==> config.mk <==
export PLATFORM = sky130hd
export DESIGN_NAME = alu_muldiv_seq
export DESIGN_NICKNAME = d
export VERILOG_FILES = /design/src/rtl/alu_muldiv_seq.sv
export SDC_FILE = /design/constraint.sdc
export NUM_CORES = 1
export LEC_CHECK = 0
export BUFFER_PORTS_ARGS = -buffer_cell sky130_fd_sc_hd__buf_2
export CAP_MARGIN = 20
export CORE_MARGIN = 10
export CORE_UTILIZATION = 44
export DETAILED_ROUTE_END_ITERATION = 8
export PLACE_DENSITY = 0.77
export SETUP_SLACK_MARGIN = 0.4
export SLEW_MARGIN = 20
export SYNTH_ARGS = -nofsm -noshare
export SYNTH_HDL_FRONTEND = slang
export SYNTH_SLANG_ARGS = --single-unit
==> constraint.sdc <==
create_clock -name clk -period 1.66 [get_ports clk]
set_clock_uncertainty 0.2 [all_clocks]
set_input_delay 0.249 -clock clk [delete_from_list [all_inputs] [get_ports clk]]
set_output_delay 0.249 -clock clk [all_outputs]
set_load 0.005 [all_outputs]
==> src/rtl/alu_muldiv_seq.sv <==
// ============================================================================
// alu_muldiv_seq
// ----------------------------------------------------------------------------
// Multi-cycle unsigned MULTU / DIVU sequencer for the single-cycle core.
// The core has no array multiplier or divider, so this block borrows the
// shared 32-bit ALU for one add (multiply) or one subtract (divide) per clock.
// While it runs, it owns the ALU input mux and supplies its own operands and
// opcode. The HI/LO result is held until the next accepted start.
//
// Ports:
//   clk      in   rising-edge clock
//   rst      in   synchronous, active-high reset
//   start    in   operation request, only looked at while idle
//   op       in   0 = MULTU, 1 = DIVU
//   opa      in   multiplicand / dividend
//   opb      in   multiplier / divisor
//   busy     out  high while iterating
//   done     out  one-cycle pulse when hi/lo hold the final result
//   hi       out  product[63:32] or remainder
//   lo       out  product[31:0] or quotient
//   alu_own  out  core ALU mux selects this block's operands (equals busy)
//   alu_a    out  ALU operand a (zero when not iterating)
//   alu_b    out  ALU operand b (zero when not iterating)
//   alu_op   out  ALU opcode, ADD = 4'b0010, SUB = 4'b0110, zero when idle
//   alu_s    in   ALU result, combinational return in the same cycle
// ============================================================================
module alu_muldiv_seq #(
    parameter int WIDTH = 32,
    parameter int ITER  = 32
) (
    input  logic             clk,
    input  logic             rst,
    input  logic             start,
    input  logic             op,
    input  logic [WIDTH-1:0] opa,
    input  logic [WIDTH-1:0] opb,
    output logic             busy,
    output logic             done,
    output logic [WIDTH-1:0] hi,
    output logic [WIDTH-1:0] lo,
    output logic             alu_own,
    output logic [WIDTH-1:0] alu_a,
    output logic [WIDTH-1:0] alu_b,
    output logic [3:0]       alu_op,
    input  logic [WIDTH-1:0] alu_s
);

    localparam logic [3:0] ALU_ADD   = 4'b0010;
    localparam logic [3:0] ALU_SUB   = 4'b0110;
    localparam logic [4:0] LAST_ITER = 5'(ITER - 1);

    typedef enum logic [1:0] {
        S_IDLE = 2'd0,
        S_RUN  = 2'd1,
        S_DONE = 2'd2
    } state_t;

    state_t           r_state;
    state_t           w_nextState;

    logic [WIDTH-1:0] r_hi;
    logic [WIDTH-1:0] r_lo;
    logic [WIDTH-1:0] r_opnd;
    logic             r_opR;
    logic [4:0]       r_cnt;

    logic [WIDTH-1:0] w_sh;
    logic             w_carry;
    logic             w_borrow;
    logic             w_ge;

    // The partial remainder shifted left by one, pulling the next dividend
    // bit out of the top of lo. Its old MSB (r_hi[WIDTH-1]) falls off the
    // top and is folded back in through w_ge below.
    assign w_sh = {r_hi[WIDTH-2:0], r_lo[WIDTH-1]};

    // The ALU gives no carry-out, so the 33rd bit of hi + opnd is
    // reconstructed from the operand MSBs and the sum MSB.
    assign w_carry = (r_hi[WIDTH-1] & r_opnd[WIDTH-1]) |
                     ((r_hi[WIDTH-1] | r_opnd[WIDTH-1]) & ~alu_s[WIDTH-1]);

    // Likewise the borrow of sh - opnd is rebuilt from MSBs.
    assign w_borrow = (~w_sh[WIDTH-1] & r_opnd[WIDTH-1]) |
                      ((~w_sh[WIDTH-1] | r_opnd[WIDTH-1]) & alu_s[WIDTH-1]);

    // The true shifted remainder is 33 bits wide. If the bit that fell off
    // was set it is certainly >= opnd, and the 32-bit ALU difference is
    // still the correct new remainder.
    assign w_ge = r_hi[WIDTH-1] | ~w_borrow;

    assign hi = r_hi;
    assign lo = r_lo;

    // State register. Reset wins in every state, which is also how an
    // in-flight operation is aborted without ever producing done.
    always_ff @(posedge clk) begin
        if (rst) begin
            r_state <= S_IDLE;
        end else begin
            r_state <= w_nextState;
        end
    end

    // Next-state and Moore outputs. Outside RUN the ALU lines are forced to
    // zero so the core's mux sees a quiet input when it is not selected.
    always_comb begin
        w_nextState = r_state;
        busy        = 1'b0;
        done        = 1'b0;
        alu_own     = 1'b0;
        alu_a       = '0;
        alu_b       = '0;
        alu_op      = 4'b0000;
        case (r_state)
            S_IDLE: begin
                if (start) begin
                    w_nextState = S_RUN;
                end
            end
            S_RUN: begin
                busy    = 1'b1;
                alu_own = 1'b1;
                alu_b   = r_opnd;
                if (r_opR) begin
                    alu_a  = w_sh;
                    alu_op = ALU_SUB;
                end else begin
                    alu_a  = r_hi;
                    alu_op = ALU_ADD;
                end
                if (r_cnt == LAST_ITER) begin
                    w_nextState = S_DONE;
                end
            end
            S_DONE: begin
                done        = 1'b1;
                w_nextState = S_IDLE;
            end
            default: begin
                w_nextState = S_IDLE;
            end
        endcase
    end

    // Datapath. An accepted start loads the operands; every RUN edge then
    // performs one shift-add (multiply) or one restoring-divide step. hi/lo
    // are left untouched in DONE and IDLE so the result stays visible.
    always_ff @(posedge clk) begin
        if (rst) begin
            r_hi   <= '0;
            r_lo   <= '0;
            r_opnd <= '0;
            r_opR  <= 1'b0;
            r_cnt  <= 5'd0;
        end else begin
            case (r_state)
                S_IDLE: begin
                    if (start) begin
                        r_opnd <= opb;
                        r_opR  <= op;
                        r_cnt  <= 5'd0;
                        r_hi   <= '0;
                        r_lo   <= opa;
                    end
                end
                S_RUN: begin
                    r_cnt <= r_cnt + 5'd1;
                    if (r_opR) begin
                        r_hi <= w_ge ? alu_s : w_sh;
                        r_lo <= {r_lo[WIDTH-2:0], w_ge};
                    end else if (r_lo[0]) begin
                        // {carry, sum, lo} shifted right by one position.
                        r_hi <= {w_carry, alu_s[WIDTH-1:1]};
                        r_lo <= {alu_s[0], r_lo[WIDTH-1:1]};
                    end else begin
                        r_hi <= {1'b0, r_hi[WIDTH-1:1]};
                        r_lo <= {r_hi[0], r_lo[WIDTH-1:1]};
                    end
                end
                default: begin
                end
            endcase
        end
    end

endmodule

==> flow_summary_export.csv <==
group,metric,value,unit
setup_path,rr_worst_depth,6,
place,dp.cells,1097,
setup_path,end_kind,"register",
setup_path,start_kind,"register",
sta,fin_ws,-0.248,ns
route,vias,6933,
setup_path,required,1.70,ns
sta,setup_viol,102,
cts,clk_path_buf_depth,2,
synth,synth-warning-count,0,
global_routing,grt_first_pass_wirelength,34.3,mm
place,preCtsSetupSlack,0.0252,ns
die,die_w,135,um
outcome,status,"finished, violations left",
global_routing,grt_overflow,0,
layout,mostFrequentLayoutCell,"buf_2",
pwr,p_total,0.00710,W
synth,synth_cell_types,40,
layout,fin_util,0.770,
synth,syn_area,5830,um^2
pwr,p_leak,4.38,nW
route,ant_nets,0,
synth,synth_cells,731,
layout,multiInputGateArea,4330,um^2
route,avgRoutedWirePerCell,19.9,um
setup_path,max_stage_delay,0.41,ns
setup_path,path_max_fanout,15,
place,dp_hpwl,13.1,mm
worst_hold_path,whs_path_depth,3,
place,placed_cell_area,7550,um^2
synth,synth_async_sr_flop_share,0,
layout,stdcell_count,1245,
route,drcViolationCount,0,
cts,insertion_delay,0.35,ns
die,initial_core_util,0.444,
place,io_buffers,232,
sta,slew_viol_final,0,
cts,clk_pin_slew,0.08,ns
die,rows,42,
worst_hold_path,min_path_type,"in -> reg",
die,die-area,18300,um^2
layout,syn_to_final_growth,73.5,%
route,viasPerCell,5.57,
synth,yosys-top-cells-area,"dfxtp_1 (36%), nand2_1 (10%), mux2_2 (6.2%)",
synth,ys_seq_elements,104,
synth,synth_flop_cell,"dfxtp_1",
pwr,ir_drop,0.527,mV
synth,synth_top_cell_by_area,"dfxtp_1",
layout,final_cell_mix,"buf_2 (228), nand2_1 (111), dfxtp_1 (95), dlygate4sd3_1 (93), nand2_4 (41)",
sta,post-route-period-util,1.15,
setup_path,crit_slowest_cell,"dfxtp_4",
synth,synth_edf_count,0,
place,gp_routability_congestion,0.844,
cts,cts.sinks,104,
layout,nets,1161,
global_routing,antenna_found_initial,4,
sta,rsz0062_at_grt,"yes",
cts,cts-buffers-inserted,9,
die,pin_count,235,
global_routing,grt_max_degree,62,
setup_path,worst_ep_arrival_time,1.94,ns
synth,avgSynthCellArea,7.98,um^2
layout,stdcell_area,10100,um^2
setup_path,critPathKind,"reg -> reg",
route,drt-initial-drc-count,529,
setup_path,crit_chain,"buf_4 -> inv_1 -> a211o_1 -> bufbuf_16 -> o221ai_2 -> o21ai_1",
outcome,violations,"negative setup slack",
pwr,powerDensity,701,nW/um^2
layout,drive_gt1_frac,0.516,
route,wirelength,24.8,mm
cts,cts_max_level,3,
sta,hold_viol,0,
synth,synth_top_area_share,0.357,
layout,seqCellArea,2100,um^2
global_routing,grt_pass1_vias,6562,
layout,fillCellCount,847,
sta,fin_crit,1.91,ns
synth,ys_seq_area_frac,0.357,
die,die_h,135,um
route,drtPass1Iterations,5,
cts,cts_tree,"yes",
sta,max_freq,524,MHz
die,core_area,13100,um^2
run,drv_cap,0,
global_routing,globalRouteTotalUtil,0.227,
cts,cts-root-buf,"clkbuf_16",
## path summary, 6_finish.rpt
kind | from | to | slack, ns
setup / recovery | r_opR$_SDFFE_PP0P_ | hi[17]$_SDFFE_PP0P_ | -0.25
hold / removal | alu_s[11] | hi[11]$_SDFFE_PP0P_ | 0.04
setup reg to reg | r_opR$_SDFFE_PP0P_ | hi[17]$_SDFFE_PP0P_ | -0.25
hold reg to reg | r_opnd[5]$_SDFFE_PP0P_ | r_opnd[5]$_SDFFE_PP0P_ | 0.26
## what timing repair did
item / in CTS / in global routing
hold endpoints to repair: 93 / 0
endpoints found under the setup margin: 236 / 237
resized for setup: 75 / 116
pin swaps: 37 / 84
hold buffers: 93 / 0
buffers inserted: 9 / 11
gates cloned: 4 / 10
## stage by stage
step                TNS (ns)  hold WS (ns)
finish                -12.28        0.0364
global route          -19.78        0.0514
CTS                   -11.21       0.00715
detailed placement         0         0.243
global placement           0         0.237
floorplan                  0         0.177
## power breakdown
group / switching, W / internal (W) / leakage, nW / total (W)
Clock: 0.00105 / 0.00134 / 0.161 / 0.00239
Combinational: 0.000920 / 0.000961 / 3.36 / 0.00188
Sequential: 0.000186 / 0.00264 / 0.857 / 0.00283
Total: 0.00215 / 0.00495 / 4.38 / 0.00710
## final cells by class
type                       count  area share
multi-input combinational    555       0.428
timing repair buffer         386       0.307
sequential                   104       0.208
clock buffer                   9      0.0223
tap                          176      0.0218
clock inverter                 7      0.0100
inverter                       3     0.00235
antenna                        5     0.00124
## logic make-up (layout without fill, tap and decap cells)
kind of cell             after synthesis  after routing  share of synthesized area
AND/OR/NAND/NOR                      309            309                      0.234
AO/OA/AOI/OAI                        177            177                      0.215
flip-flops                           104            104                      0.357
buffers and inverters                 73            405                     0.0708
multiplexers                          64             64                      0.117
adder cells (fa/ha/maj)                3              3                    0.00601
other                                  1              7                   0.000643
## cell usage after synthesis, types with 6 or more instances
cell type  number
nand2_1       160
nor2_1         73
buf_6           6
mux2i_1        32
and2_1         34
nor2b_1        34
o21ai_1        30
dfxtp_1       104
o221ai_1       31
a311oi_1       28
mux2_2         32
a211oi_1       31
buf_4          14
clkbuf_1       12
a21oi_1        37
buf_2          33
## registers in the layout (all words and copies together) (netlist names)
signal	flops
r_cnt	5
hi	32
r_state	2
r_opnd	32
lo	32
r_opR	1
## layer usage
layer / routed length, um / share of wire / GRT usage
met1: 9420 / 0.38 / 0.259
met2: 12400 / 0.50 / 0.387
met3: 1990 / 0.081 / 0.0665
met4: 915 / 0.037 / 0.0963
met5: 18 / 0.00073 / 0
## critical path, delay by kind of cell (launching register included)
family | cells | cell delay, ns
flip-flops | 1 | 0.41
AO/OA/AOI/OAI | 3 | 0.63
buffers and inverters | 3 | 0.55
(Power assumes the default switching activity.)
